**config.mk**
```make
export PLATFORM = sky130hd
export DESIGN_NAME = ldpc_snr_sweep_ctrl
export DESIGN_NICKNAME = d
export VERILOG_FILES = /design/src/rtl/ldpc_snr_sweep_ctrl.sv
export SDC_FILE = /design/constraint.sdc
export NUM_CORES = 1
export LEC_CHECK = 0
export CORE_UTILIZATION = 36
export CTS_CLUSTER_SIZE = 16
export DETAILED_ROUTE_END_ITERATION = 8
export DONT_BUFFER_PORTS = 1
export PLACE_DENSITY_LB_ADDON = 0.2
export SETUP_SLACK_MARGIN = 0.4
export SYNTH_ARGS = -nofsm -noshare
export SYNTH_HDL_FRONTEND = slang
export SYNTH_SLANG_ARGS = --single-unit
```
**constraint.sdc**
```tcl
create_clock -name data_clk -period 4 [get_ports data_clk]
set_input_delay 0.8 -clock data_clk [delete_from_list [all_inputs] [get_ports data_clk]]
set_output_delay 0.8 -clock data_clk [all_outputs]
set_load 0.02 [all_outputs]
```
**src/rtl/ldpc_snr_sweep_ctrl.sv**
```systemverilog
// SNR sweep controller: walks a table of {offset, factor} points, resets and runs the
// LDPC tester on each, waits for the pipeline to drain, then reports per-point statistics.
module ldpc_snr_sweep_ctrl #(
   parameter int unsigned NUM_POINTS = 16,
   parameter int unsigned RST_CYCLES = 4,
   parameter int unsigned DRAIN_HOLD = 8
) (
   input  logic        data_clk,
   input  logic        data_resetn,
   input  logic        cfg_start,
   input  logic        cfg_abort,
   input  logic [4:0]  cfg_num_points,
   input  logic        cfg_point_wr,
   input  logic [3:0]  cfg_point_addr,
   input  logic [23:0] cfg_point_data,
   input  logic [63:0] cfg_target_blocks,
   input  logic [63:0] cfg_target_failed,
   input  logic [63:0] stat_finished_blocks,
   input  logic [63:0] stat_failed_blocks,
   input  logic [63:0] stat_bit_errors,
   input  logic [31:0] stat_in_flight,
   output logic        ctrl_en,
   output logic        ctrl_sw_resetn,
   output logic [15:0] ctrl_factor,
   output logic [7:0]  ctrl_offset,
   output logic        res_valid,
   input  logic        res_ready,
   output logic [3:0]  res_point,
   output logic [63:0] res_blocks,
   output logic [63:0] res_failed,
   output logic [63:0] res_bit_errors,
   output logic        busy,
   output logic        done,
   output logic        aborted
);

   typedef enum logic [2:0] {
      StIdle, StReset, StSettle, StRun, StDrain, StReport
   } state_e;

   state_e      state_q, state_d;
   logic [23:0] table_q [16];
   logic [31:0] cnt_q, cnt_d;
   logic [3:0]  idx_q, idx_d, load_idx;
   logic [4:0]  num_q, num_d, num_clamped;
   logic        done_d, aborted_q, aborted_d;
   logic        load, snap, tbl_we, run_met, last_point;

   assign num_clamped = (cfg_num_points > 5'(NUM_POINTS)) ? 5'(NUM_POINTS) : cfg_num_points;
   assign tbl_we      = (state_q == StIdle) && cfg_point_wr &&
                        ({1'b0, cfg_point_addr} < 5'(NUM_POINTS));
   assign run_met     = (stat_finished_blocks >= cfg_target_blocks) ||
                        ((cfg_target_failed != 64'd0) && (stat_failed_blocks >= cfg_target_failed));
   assign last_point  = ({1'b0, idx_q} + 5'd1) >= num_q;

   always_comb begin
      state_d   = state_q;
      cnt_d     = cnt_q;
      idx_d     = idx_q;
      num_d     = num_q;
      done_d    = 1'b0;
      aborted_d = aborted_q;
      load      = 1'b0;
      load_idx  = idx_q;
      snap      = 1'b0;
      unique case (state_q)
         StIdle: begin
            if (cfg_start) begin
               aborted_d = 1'b0;
               if (cfg_num_points == 5'd0) begin
                  done_d = 1'b1;
               end else begin
                  num_d    = num_clamped;
                  idx_d    = 4'd0;
                  load     = 1'b1;
                  load_idx = 4'd0;
                  cnt_d    = 32'd0;
                  state_d  = StReset;
               end
            end
         end
         StReset, StSettle: begin
            if (cfg_abort) begin
               aborted_d = 1'b1;
               cnt_d     = 32'd0;
               state_d   = StDrain;
            end else if (state_q == StReset && cnt_q == RST_CYCLES - 1) begin
               cnt_d   = 32'd0;
               state_d = StSettle;
            end else if (state_q == StSettle && cnt_q == 32'd1) begin
               cnt_d   = 32'd0;
               state_d = StRun;
            end else begin
               cnt_d = cnt_q + 32'd1;
            end
         end
         StRun: begin
            if (cfg_abort || run_met) begin
               aborted_d = aborted_q | cfg_abort;
               cnt_d     = 32'd0;
               state_d   = StDrain;
            end
         end
         StDrain: begin
            // Only an unbroken run of empty cycles counts as drained.
            if (stat_in_flight != 32'd0) begin
               cnt_d = 32'd0;
            end else if (cnt_q == DRAIN_HOLD - 1) begin
               cnt_d = 32'd0;
               if (aborted_q) begin
                  done_d  = 1'b1;
                  state_d = StIdle;
               end else begin
                  snap    = 1'b1;
                  state_d = StReport;
               end
            end else begin
               cnt_d = cnt_q + 32'd1;
            end
         end
         StReport: begin
            aborted_d = aborted_q | cfg_abort;
            if (res_ready) begin
               if (aborted_q || cfg_abort || last_point) begin
                  done_d  = 1'b1;
                  state_d = StIdle;
               end else begin
                  idx_d    = idx_q + 4'd1;
                  load     = 1'b1;
                  load_idx = idx_q + 4'd1;
                  cnt_d    = 32'd0;
                  state_d  = StReset;
               end
            end
         end
         default: state_d = StIdle;
      endcase
   end

   always_ff @(posedge data_clk or negedge data_resetn) begin
      if (!data_resetn) begin
         state_q        <= StIdle;
         cnt_q          <= '0;
         idx_q          <= '0;
         num_q          <= '0;
         done           <= 1'b0;
         aborted_q      <= 1'b0;
         ctrl_factor    <= '0;
         ctrl_offset    <= '0;
         res_point      <= '0;
         res_blocks     <= '0;
         res_failed     <= '0;
         res_bit_errors <= '0;
         for (int i = 0; i < 16; i++) table_q[i] <= '0;
      end else begin
         state_q   <= state_d;
         cnt_q     <= cnt_d;
         idx_q     <= idx_d;
         num_q     <= num_d;
         done      <= done_d;
         aborted_q <= aborted_d;
         if (tbl_we) table_q[cfg_point_addr] <= cfg_point_data;
         if (load) begin
            ctrl_factor <= table_q[load_idx][15:0];
            ctrl_offset <= table_q[load_idx][23:16];
         end
         if (snap) begin
            res_point      <= idx_q;
            res_blocks     <= stat_finished_blocks;
            res_failed     <= stat_failed_blocks;
            res_bit_errors <= stat_bit_errors;
         end
      end
   end

   assign ctrl_en        = (state_q == StRun);
   assign ctrl_sw_resetn = (state_q != StReset);
   assign res_valid      = (state_q == StReport);
   assign busy           = (state_q != StIdle);
   assign aborted        = aborted_q;

endmodule
```
Word-level counts from Yosys, hierarchy flattened:

Cells that the tools add are included.

* register bits: 650
* input bits: 391
* word-level logic and storage cells: 137

* add/subtract/negate cells: 3
* $lt $le $gt $ge: 7
* equality and inequality tests: 18
* multiplexer cells: 56
* bitwise logic cells: 4
* reductions and logical operators: 21

Operators by type and width (number)
* bitwise mux 384 bit: 1
* 2-to-1 mux 32 bit: 10
* one-hot mux 32 bit (5 select lines): 1
* >= comparator 64 bit: 2
* binary-select mux 24 bit (select 4 bit): 1
* demux 24 bit (select 4 bit): 1
* 2-to-1 mux 24 bit: 3
* nonzero test 64 bit: 1
* adder 32 x 1 -> 32 bit (second input constant): 1
* equality test 32 x 1 -> 1 bit (second input constant): 1
* equality test 32 x 2 -> 1 bit (second input constant): 1
* equality test 32 x 3 -> 1 bit (second input constant): 1
* nonzero test 32 bit: 1
* 2-to-1 mux 3 bit: 10
* 2-to-1 mux 1 bit: 19
* 2-to-1 mux 4 bit: 4
* one-hot mux 3 bit (5 select lines): 1
* != test 2 bit (second input constant): 6
* >= comparator 5 bit (second input constant): 2
* inverter 4 -> 5 bit: 2
* one-hot mux 4 bit (2 select lines): 1
* AND reduction 7 bit: 1
* equality test 3 x 2 -> 1 bit (second input constant): 2
* equality test 3 bit (second input constant): 2
* 26 further kinds: 34

Logic depth before layout (Yosys ltp):

Gate-level depths: netlist (run 1).

* word-level depth: 10
* gate-level depth with buffers: 15
* mapped depth without buffers: 12

Worst setup path after synthesis (run 1):

Ideal clock, no wire load.

* path kind: input to register
* from: input port cfg_target_failed[14]
* to: register state_q[0]
* data arrival time: 2925 ps
* path slack: 950 ps
* stages on the path: 10
* path buffers: 0
* path through: inv_1 > ha_1 > nand4_1 > nor3_1 > or4b_1 > a311oi_1 > nor4_1 > o221ai_2 > and3_1 > mux2_2

* word-level cells in the longest chain between the ends: 6
* elaborated cells on any way between the ends: 7
* classes of those cells: order compare (1); eq/ne (1); reduce/logical (5)

Ends and longest elaborated chain
* start: declaration: line 17 `input logic [63:0] cfg_target_failed,`
* >= comparator 64 bit or nonzero test 64 bit (tied branches): line 53 `((cfg_target_failed != 64'd0) && (stat_failed_blocks >= cfg_target_failed));`
* logical AND 1 bit (*): line 53
* logical OR 1 bit (*): line 52 `assign run_met = (stat_finished_blocks >= cfg_target_blocks) ||`
* logical OR 1 bit (*): line 98 `if (cfg_abort || run_met) begin`
* != test 2 x 1 -> 1 bit (no line) (*)
* AND reduction 7 bit (no line) (*)
* end signal: assignment: line 142 `state_q <= StIdle;`
* end signal: assignment: line 156 `state_q <= state_d;`
* end: declaration: line 41 `state_e state_q, state_d;`

Mark *: on every way between the ends. The rest lies on a longest branch, timed or not.
A chain may end at the register's enable or synchronous reset.

Final worst setup path (run 1):

* from: register idx_q[0]
* to: register ctrl_factor[10]

* word-level cells in the longest chain between the ends: 10
* elaborated cells on any way between the ends: 16
* classes of those cells: add/sub (2); order compare (1); mux (11); bitwise (1); reduce/logical (1)

Ends and longest elaborated chain
* start: declaration: line 44 `logic [3:0] idx_q, idx_d, load_idx;`
* start signal: assignment: line 158 `idx_q <= idx_d;`
* adder 4 x 1 -> 5 bit: line 54 `assign last_point = ({1'b0, idx_q} + 5'd1) >= num_q;`
* >= comparator 5 bit: line 54
* logical OR 1 bit: line 124 `if (aborted_q || cfg_abort || last_point) begin`
* 2-to-1 mux 4 bit (2 in series)
* one-hot mux 4 bit (2 select lines): line 66 `unique case (state_q)`
* inverter 4 -> 5 bit (implied by the code): line 164 `ctrl_factor <= table_q[load_idx][15:0];`
* binary-select mux 24 bit (select 4 bit): line 164
* 2-to-1 mux 24 bit (2 in series)
* end signal: assignment: line 164
* end: declaration: line 24 `output logic [15:0] ctrl_factor,`

Several ways; a longest one is shown, not always the timed one. The select of a mux whose other input is x is not followed.

==> results of run 1 <==
[routing by layer]
layer,vias to the layer above,part of all wire [%]
met3,185,6.5
met4,4,3.4
li1,9394,-
met2,621,50
met1,11300,40
met5,-,0.021
[registers in the layout (all words and copies together) (netlist names), 3 cells and up]
| register | flops |
|---|---|
| cnt_q | 32 |
| ctrl_factor | 16 |
| ctrl_offset | 8 |
| idx_q | 4 |
| num_q | 5 |
| res_bit_errors | 64 |
| res_blocks | 64 |
| res_failed | 64 |
| res_point | 4 |
| state_q | 3 |
| table_q | 384 |
[layout make-up]
cell class	instances	area (um2)	share of cell area (%)
well taps	1165	1460	3.99
flip-flops and latches	650	16300	44.5
multi-input cells	1650	14700	40.3
clock buffers	117	2390	6.55
inverters	154	579	1.59
clock inverters	21	408	1.12
diodes	9	22.5	0.0617
repair buffers	58	684	1.87
[repair_timing]
action	4_1_cts	5_1_grt
setup buffers	0	0
setup endpoints to repair	0	23
resized for setup	0	6
endpoints found under the hold margin	650	23
[synthesized netlist by cell type, types with 26 or more instances]
library cell / n
a211oi_1: 29
a21oi_1: 94
a31oi_1: 33
buf_2: 47
clkbuf_1: 60
dfrtp_1: 650
ha_1: 136
inv_1: 153
mux2_2: 605
mux2i_1: 194
nand2_1: 149
nand3_1: 40
nand4_1: 26
nor2_1: 40
nor2b_1: 32
nor4_1: 35
o21ai_0: 39
o22ai_1: 47
[worst register-to-register path, cell delays in order (launching register included)]
cell       delay (ns)
dfrtp_1          0.47
ha_1             0.39
ha_1             0.33
a2111oi_4        0.41
o21ai_1          0.17
a41oi_4          0.26
buf_12           0.28
buf_12           0.36
mux2i_1          0.28
mux2i_1          0.13
o22ai_1          0.23
nor4_2           0.06
[how the worst max path moves through the flow]
stage,end,slack (ns),cells past startpoint
after global placement,cnt_q[6]$_DFFE_PN0P_,0.18,11
after detailed placement,cnt_q[22]$_DFFE_PN0P_,0.08,11
after CTS,ctrl_factor[10]$_DFFE_PN0P_,0.52,11
final,ctrl_factor[10]$_DFFE_PN0P_,0.52,11
after floorplan,state_q[0]$_DFFE_PN0P_,0.95,10
after global routing,ctrl_offset[2]$_DFFE_PN0P_,0.33,11
[cells by family after synthesis]
kind of cell,count (synthesis),share of synthesized area (%)
mux,800,27.2
flops,650,50.4
simple gates,418,7.19
buf+inv,300,4.17
compound gates,293,5.66
fa+ha+maj,137,5.31
xor+xnor,2,0.0543
[power groups by stage]
stage / Clock (uW) / Sequential (uW) / Combinational [uW]
floorplan: 0 / 9470 / 4610
global placement: 0 / 9800 / 5290
detailed placement: 0 / 9930 / 5470
CTS: 7870 / 9820 / 5490
global route: 8140 / 10100 / 6130
finish: 7670 / 9820 / 5580
[stage by stage]
step | utilization (%) | total power [uW] | cell area, um2 | hold WS, ns | setup WS (ns)
finish | 41.3 | 23100 | 36500 | 0.240 | 0.525
global route | 41.3 | 24300 | 36500 | 0.255 | 0.330
CTS | 41.1 | 23200 | 36400 | -0.180 | 0.524
detailed placement | 37.9 | 15400 | 33600 | 0.473 | 0.0847
global placement | 37.9 | 15100 | 33600 | 0.471 | 0.181
floorplan | - | 14100 | 32300 | 0.450 | 0.950
==> reports/qor.yml, run 1 <==
timing:
  skew_ns: 0.0172
  timing.final.crit_share_pct: 86.9
  period_needed_ns: 3.48
  drv_slew: 0
  setup_violations: 0
  hold_violations: 0
  max_slew_margin_pct: 2.76
  finalSetupTns_ns: 0
  rsz0062_at_grt: "true"
  worstMarginPinSlew_ns: 1.46
  max_freq_mhz: 288
die:
  die_w_um: 301
  coreArea_um2: 88500
  dieArea_um2: 90800
  io_pins: 617
  die_h_um: 301
  initial_core_util_pct: 36.4
  row_count: 109
placed_design:
  gp_congestion: 1.09
  port-buffer-count: 0
  hpwl_mm: 80.5
  dp_cells: 3672
detailed_routing:
  drc_errors: 221
  drt_iter0_markers: 1484
  via_per_inst: 5.62
  first_pass_iters: 9
  vias: 21500
  ant_nets: 0
  route.detailed.wl_per_inst_um: 29.6
  wl_mm: 113
pwr:
  power_frac_comb_pct: 24.2
  pwr-share-seq_pct: 42.6
  swShare_pct: 29.6
  p_leak_uw: 0.0186
  clkPwrFrac_pct: 33.2
  internal-power_uw: 16200
  ir_drop_v: 0.000372
  p_switching_uw: 6820
  power_density_nw_per_um2: 632
global_routing:
  grtUsageTotal_pct: 24.6
  met1_usage_pct: 29.9
  grt_overflow: 0
  grt_busiest_layer: "met2"
  met2_usage_pct: 42.4
  grt_use_met3_pct: 5.96
  grt_first_pass_wirelength_mm: 161
  grt_pass1_vias: 22000
  antenna_found_initial: 12
  grt_max_degree: 651
cts:
  cts_root_buffer: "clkbuf_16"
  clk_pin_slew_ns: 0.06
  clk_latency_ns: 0.65
  h-tree-depth: 3
  cts_buffer_depth: 3
  cts.sinks: 650
  cts_buffers: 78
  cts_tree: "yes"
status:
  run_status: "complete, but fails checks"
  violations: "design-rule violations"
critical_path:
  reg2reg_to: "ctrl_factor[10]$_DFFE_PN0P_"
  critPathBufInv: 2
  worstSetupStartpointType: "flip-flop"
  startpoint: "idx_q[0]$_DFF_PN0_"
  cp_top_family: "compound AO/OA/AOI/OAI gates"
  max_stage_delay_ns: 0.47
  r2r_cells: 11
  crit_path_end_kind: "flip-flop"
  path_class: "reg2reg"
  cp_max_fo: 40
  r2r_setup_slack_ns: 0.52
  crit_arrival_ns: 4.00
  critPathSlowestCell: "dfrtp_1"
  worstPathRequired_ns: 4.53
  reg2reg_from: "idx_q[0]$_DFF_PN0_"
  path_cells: "ha_1 -> ha_1 -> a2111oi_4 -> o21ai_1 -> a41oi_4 -> buf_12 -> buf_12 -> mux2i_1 -> mux2i_1 -> o22ai_1 -> nor4_2"
logic_synthesis:
  synthTopCellsByArea: "dfrtp_1, mux2_2, mux2i_1"
  syn_nets: 3127
  netlist_area_um2: 32300
  netlist_instances: 2600
  synth_edf_count: 0
  synth_top_flop_cell: "dfrtp_1"
  ys_seq_elements: 650
  ys_seq_area_share_pct: 50.4
  syn_avg_cell_area_um2: 12.4
  synth_top_area_cell: "dfrtp_1"
  synth.top_cell.area_share_pct: 50.4
  ys_warn_count: 0
  yosysUniqueCellTypes: 70
  async_reset_ff_share_pct: 100
run:
  drv_cap: 0
final_layout:
  synthToLayoutAreaGrowth_pct: 13.2
  layout.nets: 3119
  final_cells: 3824
  fill_cells: 8215
  drive_above_1_share_pct: 31.5
  mostFrequentLayoutCells: "dfrtp_1, mux2_2, mux2i_1"
  layout_commonest_cell: "dfrtp_1"
min_path:
  hold_path_class: "in2async"
Note: power is estimated with default switching activity, not from simulation.
==> run 2: changes to the inputs <==
--- a/config.mk
+++ b/config.mk
@@ -9,6 +9,7 @@
 export CTS_CLUSTER_SIZE = 16
 export DETAILED_ROUTE_END_ITERATION = 8
 export DONT_BUFFER_PORTS = 1
+export GPL_TIMING_DRIVEN = 0
 export PLACE_DENSITY_LB_ADDON = 0.2
 export SETUP_SLACK_MARGIN = 0.4
 export SYNTH_ARGS = -nofsm -noshare
==> reports/qor.yml, run 2 (same netlist as run 1, synthesis figures left out) <==
timing:
  worstMarginPinSlew_ns: 1.50  # was 1.46 ns
  setup_violations: 0  # unchanged
  whs_ns: 0.217  # was 0.240 ns
  max_slew_margin_pct: -0.0640  # was 2.76%
  period_needed_ns: 3.51  # was 3.48 ns
  max_freq_mhz: 285  # was 288 MHz
  rsz0062_at_grt: "true"  # unchanged
  drv_slew: 7  # was 0
  hold_violations: 0  # unchanged
  timing.final.crit_share_pct: 87.7  # was 86.9%
  skew_ns: 0.0311  # was 0.0172 ns
die:
  coreArea_um2: 88500  # unchanged
  io_pins: 617  # unchanged
  die_h_um: 301  # unchanged
  row_count: 109  # unchanged
  die_w_um: 301  # unchanged
  dieArea_um2: 90800  # unchanged
  initial_core_util_pct: 36.4  # unchanged
final_layout:
  fin_area_um2: 36600  # was 36,500 um2
  largest-register: "table_q"  # unchanged
  layout.nets: 3215  # was 3,119
  drive_above_1_share_pct: 31.7  # was 31.5%
  synthToLayoutAreaGrowth_pct: 13.4  # was 13.2%
  layout_commonest_cell: "dfrtp_1"  # unchanged
  mostFrequentLayoutCells: "dfrtp_1, mux2_2, mux2i_1"  # unchanged
  largest_register_ffs: 384  # unchanged
global_routing:
  grt_overflow: 0  # unchanged
  grtUsageTotal_pct: 26.1  # was 24.6%
  grt_first_pass_wirelength_mm: 169  # was 161 mm
  grt_pass1_vias: 22800  # was 22,000
  antenna_found_initial: 21  # was 12
  grt_max_degree: 651  # unchanged
pwr:
  ir_drop_v: 0.000346  # was 0.000372 V
  p_leak_uw: 0.0186  # about the same
  power_density_nw_per_um2: 630  # was 632 nW/um2
cts:
  cts.sinks: 650  # unchanged
  h-tree-depth: 3  # unchanged
  cts_buffer_depth: 3  # unchanged
  clk_pin_slew_ns: 0.06  # about the same
  cts_buffers: 77  # was 78
  cts_tree: "yes"  # unchanged
  clk_latency_ns: 0.66  # was 0.65 ns
  cts_root_buffer: "clkbuf_16"  # unchanged
detailed_routing:
  drt_iter0_markers: 1545  # was 1,484
  wl_mm: 119  # was 113 mm
  via_per_inst: 5.58  # was 5.62
  first_pass_iters: 9  # unchanged
  vias: 22000  # was 21,500
  ant_nets: 0  # unchanged
  route.detailed.wl_per_inst_um: 30.3  # was 29.6 um
  drc_errors: 222  # was 221
critical_path:
  critPathSlowestCell: "dfrtp_2"  # was dfrtp_1
  worstSetupStartpointType: "flip-flop"  # unchanged
  crit_path_end_kind: "flip-flop"  # unchanged
  crit_arrival_ns: 4.03  # was 4.00 ns
  critPathBufInv: 4  # was 2
  path_class: "reg2reg"  # unchanged
  max_stage_delay_ns: 0.48  # was 0.47 ns
  path_cells: "ha_4 -> and3_1 -> ha_1 -> nor3_2 -> and2_2 -> o21ai_1 -> a41oi_2 -> buf_4 -> buf_4 -> buf_6 -> buf_4 -> mux2i_1 -> mux2i_1 -> o22ai_2 -> nor4_2"  # was ha_1 -> ha_1 -> a2111oi_4 -> o21ai_1 -> a41oi_4 -> buf_12 -> buf_12 -> mux2i_1 -> mux2i_1 -> o22ai_1 -> nor4_2
  cp_max_fo: 10  # was 40
  cp_top_family: "buffers and inverters"  # was compound AO/OA/AOI/OAI gates
  crit_path_frequent_cell: "buf_4"
  worstPathRequired_ns: 4.52  # was 4.53 ns
run:
  drv_cap: 0  # unchanged
status:
  run_status: "complete, but fails checks"  # unchanged
  violations: "design-rule violations, max-slew violations"  # was design-rule violations
placed_design:
  port-buffer-count: 0  # unchanged
  hpwl_mm: 91.7  # was 80.5 mm
  placed_cell_area_um2: 33700  # was 33,600 um2
  gp_congestion: 1.04  # was 1.09
min_path:
  hold_path_class: "in2async"  # unchanged
[run 2: metrics by stage]
step	cells	power, uW	setup TNS (ns)	setup WS (ns)	utilization [%]
final	3936	23000	0	0.493	41.3
after global routing	3933	24200	0	0.387	41.3
after CTS	3906	23100	0	0.491	41.1
after detailed placement	3765	15700	-74.99	-0.697	38.1
after global placement	3765	15400	-75.32	-0.676	38.1
after floorplan	2600	14100	0	0.950	-
[run 2: cell type report]
class                   count  area, um2
diodes                     25       62.6
plain buffers             146        796
clock buffers             107       2180
clock inverters            30        359
fillers                  8261      51900
inverters                 154        578
multi-input cells        1650      14700
flip-flops and latches    650      16300
well taps                1165       1460
repair buffers              9        134
[run 2: timing repair]
item,in CTS,in global routing
setup endpoints to repair,170,23
buffers inserted,3,1
hold endpoints to repair,650,21
pin swaps,2,1
gates resized for setup,21,12
gates cloned,1,0
[run 2: worst paths after layout]
kind                                      start                              to  slack [ns]  cells past startpoint
max                          idx_q[0]$_DFF_PN0_      ctrl_factor[7]$_DFFE_PN0P_        0.49                     15
min reg2reg                num_q[1]$_DFFE_PN0P_            num_q[1]$_DFFE_PN0P_        0.50                      2
max reg2reg                  idx_q[0]$_DFF_PN0_      ctrl_factor[7]$_DFFE_PN0P_        0.49                     15
max in group asynchronous           data_resetn  res_bit_errors[18]$_DFFE_PN0P_        1.38                      3
min in group data_clk         cfg_point_data[3]        table_q[315]$_DFFE_PN0P_        0.29                      1
min                                 data_resetn  res_bit_errors[57]$_DFFE_PN0P_        0.22                      1
[run 2: where the power goes]
group / total (uW) / leakage, uW / internal (uW) / switching (uW)
combinational: 6110 / 0.00862 / 3130 / 2980
clock: 7130 / 0.00125 / 4160 / 2970
sequential: 9790 / 0.00874 / 8520 / 1270
total: 23000 / 0.0186 / 15800 / 7220
[run 2: metal layers]
metal / vias to the layer above / track usage (%) / part of all wire (%)
li1: 9593 / - / -
met1: 11400 / 30.5 / 39
met2: 721 / 45.2 / 50
met3: 220 / 6.61 / 6.7
met4: 2 / 11.1 / 3.9
met5: - / 0 / 0.011
==> run 3: changes to the inputs <==
--- a/config.mk
+++ b/config.mk
@@ -6,6 +6,7 @@
 export NUM_CORES = 1
 export LEC_CHECK = 0
 export CORE_UTILIZATION = 36
+export CTS_CLUSTER_DIAMETER = 200
 export CTS_CLUSTER_SIZE = 16
 export DETAILED_ROUTE_END_ITERATION = 8
 export DONT_BUFFER_PORTS = 1
==> reports/qor.yml, run 3 (same netlist as run 1, synthesis figures left out) <==
status:
  run_status: "complete, but fails checks"  # unchanged
  violations: "design-rule violations"  # was design-rule violations, max-slew violations
cts:
  h-tree-depth: 2  # was 3
  clk_pin_slew_ns: 0.08  # was 0.06 ns
  cts_buffers: 46  # was 77
  cts.sinks: 650  # unchanged
  cts_tree: "yes"  # unchanged
  cts_root_buffer: "clkbuf_16"  # unchanged
  clk_latency_ns: 0.63  # was 0.66 ns
  cts_buffer_depth: 3  # unchanged
final_layout:
  post-route-util_pct: 39.9  # was 41.3%
  layout_commonest_cell: "dfrtp_1"  # unchanged
  largest-register: "table_q"  # unchanged
  drive_above_1_share_pct: 30.2  # was 31.7%
  largest_register_ffs: 384  # unchanged
  mostFrequentLayoutCells: "dfrtp_1, mux2_2, mux2i_1"  # unchanged
  fin_area_um2: 35300  # was 36,600 um2
  synthToLayoutAreaGrowth_pct: 9.39  # was 13.4%
  final_cells: 3846  # was 3,936
  layout.nets: 3182  # was 3,215
die:
  initial_core_util_pct: 36.4  # unchanged
  row_count: 109  # unchanged
  dieArea_um2: 90800  # unchanged
  die_h_um: 301  # unchanged
  coreArea_um2: 88500  # unchanged
  io_pins: 617  # unchanged
  die_w_um: 301  # unchanged
critical_path:
  cp_top_family: "simple AND/OR/NAND/NOR gates"  # was buffers and inverters
  r2r_setup_slack_ns: 0.48  # was 0.49 ns
  critPathBufInv: 3  # was 4
  crit_arrival_ns: 4.03  # about the same
  worstSetupStartpointType: "flip-flop"  # unchanged
  critPathSlowestCell: "dfrtp_2"  # unchanged
  crit_path_end_kind: "flip-flop"  # unchanged
  cp_max_fo: 10  # unchanged
  path_cells: "ha_1 -> and3_1 -> ha_1 -> nor3_2 -> and2_2 -> o21ai_1 -> a41oi_2 -> buf_4 -> buf_6 -> buf_4 -> mux2i_1 -> mux2i_1 -> o22ai_2 -> nor4_2"  # was ha_4 -> and3_1 -> ha_1 -> nor3_2 -> and2_2 -> o21ai_1 -> a41oi_2 -> buf_4 -> buf_4 -> buf_6 -> buf_4 -> mux2i_1 -> mux2i_1 -> o22ai_2 -> nor4_2
  path_class: "reg2reg"  # unchanged
  r2r_cells: 14  # was 15
  startpoint: "idx_q[0]$_DFF_PN0_"  # unchanged
  worstPathRequired_ns: 4.50  # was 4.52 ns
  reg2reg_from: "idx_q[0]$_DFF_PN0_"  # unchanged
  reg2reg_to: "ctrl_factor[7]$_DFFE_PN0P_"  # unchanged
  max_stage_delay_ns: 0.50  # was 0.48 ns
timing:
  whs_ns: 0.0953  # was 0.217 ns
  skew_ns: 0.0332  # was 0.0311 ns
  rsz0062_at_grt: "true"  # unchanged
  hold_violations: 0  # unchanged
  worstMarginPinSlew_ns: 1.29  # was 1.50 ns
  drv_slew: 0  # was 7
  setup_violations: 0  # unchanged
  period_needed_ns: 3.52  # was 3.51 ns
  max_slew_margin_pct: 13.6  # was -0.0640%
  timing.final.crit_share_pct: 88.1  # was 87.7%
  max_freq_mhz: 284  # was 285 MHz
detailed_routing:
  drc_errors: 222  # unchanged
  ant_nets: 0  # unchanged
  drt_iter0_markers: 1556  # was 1,545
  via_per_inst: 5.59  # was 5.58
  first_pass_iters: 9  # unchanged
  route.detailed.wl_per_inst_um: 30.8  # was 30.3 um
  wl_mm: 118  # was 119 mm
  vias: 21500  # was 22,000
global_routing:
  grt_pass1_vias: 22400  # was 22,800
  grt_first_pass_wirelength_mm: 167  # was 169 mm
  grt_max_degree: 651  # unchanged
  grt_overflow: 0  # unchanged
  antenna_found_initial: 23  # was 21
  grtUsageTotal_pct: 25.7  # was 26.1%
pwr:
  ir_drop_v: 0.000373  # was 0.000346 V
  p_leak_uw: 0.0180  # was 0.0186 uW
  power_density_nw_per_um2: 577  # was 630 nW/um2
placed_design:
  placed_cell_area_um2: 33700  # unchanged
  port-buffer-count: 0  # unchanged
  dp_cells: 3765  # unchanged
  hpwl_mm: 91.7  # unchanged
  gp_congestion: 1.04  # unchanged
min_path:
  hold_path_class: "in2async"  # unchanged
run:
  drv_cap: 0  # unchanged
[run 3: repair_timing]
item,in CTS,in global routing
endpoints found under the setup margin,170,24
resized for setup,30,13
endpoints found under the hold margin,650,131
gates cloned,0,0
buffers inserted,2,1
pin swaps,1,1
[run 3: area by class of cell]
| type | instances | area, um2 |
|---|---|---|
| well taps | 1165 | 1460 |
| flip-flops and latches | 650 | 16300 |
| repair buffers | 7 | 133 |
| inverters | 154 | 578 |
| diodes | 24 | 60.1 |
| plain buffers | 146 | 823 |
| clock inverters | 4 | 85.1 |
| multi-input cells | 1650 | 14700 |
| fillers | 8362 | 53200 |
| clock buffers | 46 | 1150 |
[run 3: metal layers]
layer | GRT usage (%) | up-vias | part of all wire (%)
li1 | - | 9442 | -
met1 | 30.5 | 11200 | 40
met2 | 45.0 | 684 | 50
met3 | 5.51 | 193 | 6.1
met4 | 10.3 | 2 | 3.8
met5 | 0 | - | 0.0076
[run 3: worst max-delay path by stage]
stage	depth (start not counted)	end
6_report	14	ctrl_factor[7]$_DFFE_PN0P_
3_5_place_dp	8	res_blocks[26]$_DFFE_PN0P_
5_1_grt	12	ctrl_factor[7]$_DFFE_PN0P_
2_1_floorplan	10	state_q[0]$_DFFE_PN0P_
3_3_place_gp	8	res_blocks[26]$_DFFE_PN0P_
4_1_cts	9	ctrl_offset[2]$_DFFE_PN0P_
[run 3: stage by stage]
| stage | power, uW | setup TNS (ns) | worst slack [ns] |
|---|---|---|---|
| after floorplan | 14100 | 0 | 0.950 |
| after global placement | 15400 | -75.32 | -0.676 |
| after detailed placement | 15700 | -74.99 | -0.697 |
| after CTS | 20400 | 0 | 0.393 |
| after global routing | 21500 | 0 | 0.410 |
| final | 20400 | 0 | 0.477 |
[run 3: power by group]
group / internal [uW] / switching (uW)
clock network: 2070 / 2440
logic: 3130 / 2960
registers: 8500 / 1270
total: 13700 / 6660
